==> src/rtl/regfile_pkg.sv <==
// ---------------------------------------------------------------------------
// regfile_pkg
// Shared constants and types for the register-file writeback arbiter.
//   AW / DW / NREG : register index width, data width, register count
//   ZERO_REG       : hard-wired zero register, never written, never busy
//   REQ_ALU/REQ_MEM: requester ids, also the bit positions in req/gnt vectors
//   wb_req_t       : one writeback request (destination index + data)
//   reg_onehot     : one-hot register mask for scoreboard set/clear
// ---------------------------------------------------------------------------
package regfile_pkg;

    localparam int AW   = 5;
    localparam int DW   = 32;
    localparam int NREG = 32;

    localparam logic [AW-1:0] ZERO_REG = 5'd0;

    localparam logic REQ_ALU = 1'b0;
    localparam logic REQ_MEM = 1'b1;

    typedef struct packed {
        logic [AW-1:0] idx;
        logic [DW-1:0] data;
    } wb_req_t;

    function automatic logic [NREG-1:0] reg_onehot(input logic [AW-1:0] r);
        return NREG'(1) << r;
    endfunction

endpackage

==> src/rtl/regfile_wb_arbiter_if.sv <==
// ---------------------------------------------------------------------------
// regfile_wb_arbiter_if
// Bus between the writeback requesters / decode and the arbiter.
//   alu_*   : ALU writeback request (valid, reg, data) and its ready
//   mem_*   : load writeback request (valid, reg, data) and its ready
//   issue_* : decode issue of an instruction that will write issue_reg
//   busy_mask : registers with an issued, not yet committed write
//   write / write_reg / write_data : registered write port to register_file
//
// Handshake: a requester raises valid with a stable payload and holds both
// until it sees ready in the same cycle; a transfer happens on any cycle
// where valid && ready. ready is a combinational function of the valids.
//
// Modports: slave = the arbiter, master = requesters / decode / bench.
// ---------------------------------------------------------------------------
interface regfile_wb_arbiter_if;
    import regfile_pkg::*;

    logic            alu_valid;
    logic [AW-1:0]   alu_reg;
    logic [DW-1:0]   alu_data;
    logic            alu_ready;

    logic            mem_valid;
    logic [AW-1:0]   mem_reg;
    logic [DW-1:0]   mem_data;
    logic            mem_ready;

    logic            issue_valid;
    logic [AW-1:0]   issue_reg;
    logic [NREG-1:0] busy_mask;

    logic            write;
    logic [AW-1:0]   write_reg;
    logic [DW-1:0]   write_data;

    modport slave (
        input  alu_valid, alu_reg, alu_data,
        output alu_ready,
        input  mem_valid, mem_reg, mem_data,
        output mem_ready,
        input  issue_valid, issue_reg,
        output busy_mask,
        output write, write_reg, write_data
    );

    modport master (
        output alu_valid, alu_reg, alu_data,
        input  alu_ready,
        output mem_valid, mem_reg, mem_data,
        input  mem_ready,
        output issue_valid, issue_reg,
        input  busy_mask,
        input  write, write_reg, write_data
    );

endinterface

==> src/rtl/rr_arbiter2.sv <==
// ---------------------------------------------------------------------------
// rr_arbiter2
// Two-requester arbiter, combinational grant, one registered tie pointer.
//   cclk      : clock
//   rst       : synchronous active-high reset; forces gnt=0 while high
//   req[1:0]  : request vector (bit REQ_ALU, bit REQ_MEM)
//   fixed_pri : 1 = REQ_MEM always wins a tie, 0 = round-robin
//   gnt[1:0]  : one-hot grant, zero when nothing is requested
// The pointer names the requester that wins the next tie. It only moves
// on a contested cycle and then points at that cycle's loser, so an
// uncontested grant never costs the other requester its turn.
// ---------------------------------------------------------------------------
module rr_arbiter2
    import regfile_pkg::*;
(
    input  logic       cclk,
    input  logic       rst,
    input  logic [1:0] req,
    input  logic       fixed_pri,
    output logic [1:0] gnt
);

    logic r_ptr;
    logic w_ptr_next;

    always_ff @(posedge cclk) begin
        if (rst) begin
            r_ptr <= REQ_ALU;
        end else begin
            r_ptr <= w_ptr_next;
        end
    end

    always_comb begin
        gnt        = 2'b00;
        w_ptr_next = r_ptr;
        if (!rst) begin
            unique case (req)
                2'b01: gnt = 2'b01;
                2'b10: gnt = 2'b10;
                2'b11: begin
                    if (fixed_pri || (r_ptr == REQ_MEM)) begin
                        gnt        = 2'b10;
                        w_ptr_next = REQ_ALU;
                    end else begin
                        gnt        = 2'b01;
                        w_ptr_next = REQ_MEM;
                    end
                end
                default: gnt = 2'b00;
            endcase
        end
    end

endmodule

==> src/rtl/regfile_wb_arbiter.sv <==
// ---------------------------------------------------------------------------
// regfile_wb_arbiter
// Shares the single register_file write port between the ALU and the load
// unit, registers the winning write, and keeps the RAW busy scoreboard.
//   cclk : clock, all state on posedge
//   rst  : synchronous active-high reset
//   bus  : regfile_wb_arbiter_if.slave (requests, readies, issue,
//          busy_mask, write / write_reg / write_data)
// Parameter FIXED_PRI: 0 = round-robin, 1 = load always wins a tie.
//
// A transfer to ZERO_REG is accepted but produces write=0; write_reg and
// write_data still take its payload, since they follow every transfer and
// hold only on cycles with no transfer at all.
// ---------------------------------------------------------------------------
module regfile_wb_arbiter
    import regfile_pkg::*;
#(
    parameter bit FIXED_PRI = 1'b0
) (
    input  logic                 cclk,
    input  logic                 rst,
    regfile_wb_arbiter_if.slave  bus
);

    logic [1:0]      w_req;
    logic [1:0]      w_gnt;
    logic            w_xfer;
    wb_req_t         w_win;
    logic [NREG-1:0] w_set;
    logic [NREG-1:0] w_clr;
    logic [NREG-1:0] w_busy_next;

    logic            r_write;
    logic [AW-1:0]   r_write_reg;
    logic [DW-1:0]   r_write_data;
    logic [NREG-1:0] r_busy;

    assign w_req[REQ_ALU] = bus.alu_valid;
    assign w_req[REQ_MEM] = bus.mem_valid;

    rr_arbiter2 u_arb (
        .cclk      (cclk),
        .rst       (rst),
        .req       (w_req),
        .fixed_pri (FIXED_PRI),
        .gnt       (w_gnt)
    );

    assign bus.alu_ready = w_gnt[REQ_ALU];
    assign bus.mem_ready = w_gnt[REQ_MEM];
    assign w_xfer        = |w_gnt;

    always_comb begin
        w_win.idx  = bus.alu_reg;
        w_win.data = bus.alu_data;
        if (w_gnt[REQ_MEM]) begin
            w_win.idx  = bus.mem_reg;
            w_win.data = bus.mem_data;
        end
    end

    // The clear comes from the registered commit, so a register stays busy
    // through its commit cycle. OR-ing the set after the clear makes a
    // same-cycle re-issue win: the new producer is still outstanding.
    always_comb begin
        w_set = '0;
        w_clr = '0;
        if (bus.issue_valid) begin
            w_set = reg_onehot(bus.issue_reg);
        end
        if (r_write) begin
            w_clr = reg_onehot(r_write_reg);
        end
        w_busy_next    = (r_busy & ~w_clr) | w_set;
        w_busy_next[0] = 1'b0;
    end

    always_ff @(posedge cclk) begin
        if (rst) begin
            r_write      <= 1'b0;
            r_write_reg  <= '0;
            r_write_data <= '0;
            r_busy       <= '0;
        end else begin
            r_write <= w_xfer && (w_win.idx != ZERO_REG);
            if (w_xfer) begin
                r_write_reg  <= w_win.idx;
                r_write_data <= w_win.data;
            end
            r_busy <= w_busy_next;
        end
    end

    assign bus.write      = r_write;
    assign bus.write_reg  = r_write_reg;
    assign bus.write_data = r_write_data;
    assign bus.busy_mask  = r_busy;

endmodule

==> src/flat_wrapper.sv <==
// flat-port wrapper written by rule: the top's interface ports become plain ports
module regfile_wb_arbiter_flat import regfile_pkg::*;
#(
    parameter bit FIXED_PRI = 1'b0
)
  (cclk, rst, bus_alu_valid, bus_alu_reg, bus_alu_data, bus_alu_ready, bus_mem_valid, bus_mem_reg, bus_mem_data, bus_mem_ready, bus_issue_valid, bus_issue_reg, bus_busy_mask, bus_write, bus_write_reg, bus_write_data);
  regfile_wb_arbiter_if bus_i ();
  input  logic cclk;
  input  logic rst;
  input wire logic [$bits(bus_i.alu_valid)-1:0] bus_alu_valid;
  input wire logic [$bits(bus_i.alu_reg)-1:0] bus_alu_reg;
  input wire logic [$bits(bus_i.alu_data)-1:0] bus_alu_data;
  output wire logic [$bits(bus_i.alu_ready)-1:0] bus_alu_ready;
  input wire logic [$bits(bus_i.mem_valid)-1:0] bus_mem_valid;
  input wire logic [$bits(bus_i.mem_reg)-1:0] bus_mem_reg;
  input wire logic [$bits(bus_i.mem_data)-1:0] bus_mem_data;
  output wire logic [$bits(bus_i.mem_ready)-1:0] bus_mem_ready;
  input wire logic [$bits(bus_i.issue_valid)-1:0] bus_issue_valid;
  input wire logic [$bits(bus_i.issue_reg)-1:0] bus_issue_reg;
  output wire logic [$bits(bus_i.busy_mask)-1:0] bus_busy_mask;
  output wire logic [$bits(bus_i.write)-1:0] bus_write;
  output wire logic [$bits(bus_i.write_reg)-1:0] bus_write_reg;
  output wire logic [$bits(bus_i.write_data)-1:0] bus_write_data;
  assign bus_i.alu_valid = bus_alu_valid;
  assign bus_i.alu_reg = bus_alu_reg;
  assign bus_i.alu_data = bus_alu_data;
  assign bus_alu_ready = bus_i.alu_ready;
  assign bus_i.mem_valid = bus_mem_valid;
  assign bus_i.mem_reg = bus_mem_reg;
  assign bus_i.mem_data = bus_mem_data;
  assign bus_mem_ready = bus_i.mem_ready;
  assign bus_i.issue_valid = bus_issue_valid;
  assign bus_i.issue_reg = bus_issue_reg;
  assign bus_busy_mask = bus_i.busy_mask;
  assign bus_write = bus_i.write;
  assign bus_write_reg = bus_i.write_reg;
  assign bus_write_data = bus_i.write_data;
  regfile_wb_arbiter #(.FIXED_PRI(FIXED_PRI)) u_core (.cclk(cclk), .rst(rst), .bus(bus_i));
endmodule
==> config.mk <==
export PLATFORM = sky130hd
export DESIGN_NAME = regfile_wb_arbiter_flat
export DESIGN_NICKNAME = d
export VERILOG_FILES = /design/src/rtl/regfile_pkg.sv /design/src/rtl/regfile_wb_arbiter_if.sv /design/src/rtl/rr_arbiter2.sv /design/src/rtl/regfile_wb_arbiter.sv /design/src/flat_wrapper.sv
export SDC_FILE = /design/constraint.sdc
export NUM_CORES = 1
export LEC_CHECK = 0
export CORE_MARGIN = 5
export CORE_UTILIZATION = 40
export DETAILED_ROUTE_END_ITERATION = 16
export PLACE_DENSITY = 0.8
export SYNTH_ARGS = -nofsm -noshare
export SYNTH_HDL_FRONTEND = slang
export SYNTH_SLANG_ARGS = --single-unit
export TNS_END_PERCENT = 5
==> constraint.sdc <==
create_clock -name cclk -period 1.85 [get_ports cclk]
set_input_delay 0.555 -clock cclk [delete_from_list [all_inputs] [get_ports cclk]]
set_output_delay 0.555 -clock cclk [all_outputs]
set_load 0.01 [all_outputs]
==> flow_summary.toml <==
[placement]
place_inst = 606
post-dp-hpwl_um = 7550
place_worst_setup_slack_ns = -0.531
place.gp.congestion = 0.907
portBuffers = 154

[global_route]
grt_pass1_vias = 3325
grt_overflow = 0
grt_max_degree = 39
grt_pass1_wl_um = 15700
antenna_found_initial = 0
grt_usage_pct = 19.9

[worst_setup_path]
setup.worst_path.class = "reg -> out"
crit_family = "buffers and inverters"
cp-start-kind = "register"
worstReg2RegEnd = "u_core.bus.write$_SDFF_PP0_"
critPathMaxStageDelay_ns = 0.55
cp.arrival_ns = 1.26
crit_slowest_cell = "clkdlybuf4s50_1"
critPathMaxFanout = 2
crit_chain = "clkdlybuf4s50_1"
timing.rr.start = "u_core.u_arb.r_ptr$_SDFFE_PP0N_"
ff2ff_path_depth = 5
cp_data_required_time_ns = 1.29
endpoint_kind = "output pin"
r2r_slack_ns = 0.13
crit_buf_inv = 1

[finish]
diodes = 0
area_growth_pct = 63.0
largest_reg_flops = 32
regArea_um2 = 1410
fill_cells = 610
multiInputGateArea_um2 = 1560
finalNonFillerCells = 622
nets = 599
layout-drive-gt1-share_pct = 10.2

[floorplanning]
core_area_um2 = 7650
die_h_um = 98.0
die_width_um = 98.0
rows = 32
initial_core_util_pct = 40.5
io_pins = 156
fp.dieArea_um2 = 9610

[sta]
timing.slew.headroom_pct = 58.7
slew_viol_final = 0
setup_violations = 0
fmax_mhz = 550
rsz0062_at_grt = "false"
hold_viol = 0
fin_crit_sh_pct = 98.4
tightest_slew_ns = 0.619
worst_clock_skew_ns = 0.00963
post-route-min-period_ns = 1.82
setup_slack_ns = 0.0304

[worst_hold_path]
worstHoldStart = "u_core.bus.busy_mask[29]$_SDFF_PP0_"
min_path_cells = 2
hold_path_class = "reg -> reg"
min_to = "u_core.bus.busy_mask[29]$_SDFF_PP0_"

[drt]
num_vias = 3205
wl_per_cell_um = 15.7
routed_wl_um = 9790
viasPerCell = 5.15
drt_iter0_markers = 106
first_pass_iters = 5
ant_nets = 0
drcViolationCount = 0

[synth]
ys_seq_area_share_pct = 45.2
yosysWarnings = 0
ys_async_sr_fraction_pct = 0
yosys.area_share.simple_pct = 21.0
ys.flop_type = "dfxtp_1"
synth_edf_count = 0
syn_avg_cell_area_um2 = 8.94
synth_xor_area_share_pct = 0.282
synth.mux.area_fraction_pct = 12.1
synth_compound_area_share_pct = 16.8
yosys_register_bits = 70
synth.distinct_cells = 36
synth_fa_ha_area_share_pct = 0
synthesis.area_um2 = 3100
synth_top_family_by_area = "simple AND/OR/NAND/NOR gates"
syn_nets = 431
syn_inst = 347

[clock_network]
clock-sinks = 70
clk_latency_ns = 0.34
postCtsSetupBuffers = 0
root_buffer = "clkbuf_8"
cts_tree = "yes"
cts_hold_buf = 0
clk_transition_reported_paths_ns = 0.08
cts_buffers = 9
htreeDepth = 3
clk_path_buf_depth = 2

[power]
finalPower_mw = 3.74
leakagePower_nw = 2.23
ir_drop_mv = 0.438
p_per_area_nw_per_um2 = 740

[outcome]
status = "finished clean"

[flow_run]
max-cap-violations = 0
how the worst max path moves through the flow:
stage / end / cells past startpoint / from
3_5_place_dp: bus_alu_ready / 5 / bus_mem_valid
2_1_floorplan: bus_mem_ready / 5 / rst
3_3_place_gp: bus_alu_ready / 5 / bus_mem_valid
6_report: bus_write / 1 / u_core.bus.write$_SDFF_PP0_
5_1_grt: bus_busy_mask[20] / 1 / u_core.bus.busy_mask[20]$_SDFF_PP0_
4_1_cts: bus_alu_ready / 5 / bus_mem_valid
placed cells by master, fill, tap and decap left out, types with 9 or more instances in the layout:
cell type          n
a21oi_1           30
buf_4             22
clkbuf_8          10
clkdlybuf4s50_1  132
dfxtp_1           66
dlymetal6s2s_1    14
mux2i_1           36
nand2_1           34
nand3_1            9
nand3b_1          31
nor2_1            18
o21ai_1           57
cells by family (layout without fill, tap and decap cells):
group	after synthesis	after routing
flip-flops	70	70
AND/OR/NAND/NOR	118	118
AO/OA/AOI/OAI	99	99
buffers and inverters	21	194
multiplexers	37	37
other	1	1
XOR/XNOR	1	1
per-stage QoR:
stage	hold WS (ns)	setup TNS [ns]	instance area (um^2)	util, %
after CTS	0.481	-0.0159	5030	65.8
final	0.476	0	5050	66.1
after global placement	0.465	-15.37	4800	62.8
after detailed placement	0.470	-17.20	4800	62.8
after floorplan	0.492	0	3100	-
after global routing	0.500	0	5050	66.1
synth_stat cells (2+ instances only):
| master | number | area, um^2 |
|---|---|---|
| dfxtp_1 | 70 | 1400 |
| o21ai_1 | 57 | 285 |
| mux2i_1 | 36 | 360 |
| nand2_1 | 34 | 128 |
| nand3b_1 | 31 | 233 |
| a21oi_1 | 30 | 150 |
| nor2_1 | 18 | 67.6 |
| clkbuf_1 | 10 | 37.5 |
| nand3_1 | 9 | 45.0 |
| a211oi_1 | 5 | 37.5 |
| nand2b_1 | 4 | 25.0 |
| and2_1 | 3 | 18.8 |
| buf_2 | 3 | 15.0 |
| nor2b_1 | 3 | 18.8 |
| o21ai_0 | 3 | 15.0 |
| a22oi_1 | 2 | 15.0 |
| and2b_1 | 2 | 15.0 |
| and3_1 | 2 | 12.5 |
| buf_12 | 2 | 40.0 |
| buf_4 | 2 | 15.0 |
| buf_6 | 2 | 22.5 |
| nand4_1 | 2 | 12.5 |
| nor2_2 | 2 | 12.5 |
| nor3_1 | 2 | 10.0 |
| nor4_1 | 2 | 12.5 |
final cells by class:
cell class	instances	area share, %
multi-input combinational	256	30.9
tap	102	2.52
timing repair buffer	176	34.0
inverter	2	0.149
clock inverter	6	1.86
sequential	70	27.8
clock buffer	10	2.72
per-layer routing:
| metal | global-route usage [%] | vias up | part of all wire, % |
|---|---|---|---|
| li1 | - | 1568 | - |
| met1 | 21.7 | 1465 | 39 |
| met2 | 34.4 | 158 | 48 |
| met3 | 9.43 | 14 | 11 |
| met4 | 5.96 | 0 | 1.2 |
| met5 | 0 | - | 0 |
what timing repair did:
action | 4_1_cts | 5_1_grt
cloned | 0 | 0
resized for setup | 13 | 16
endpoints found under the setup margin | 43 | 16
report_power, final:
part           leakage [nW]  internal, mW  switching, mW  total [mW]
sequential            0.575          1.58         0.0509        1.63
combinational          1.54         0.396          0.297       0.694
clock                 0.113         0.805          0.609        1.41
total                  2.23          2.78          0.957        3.74
No activity file was read; power rests on OpenSTA's default activity.
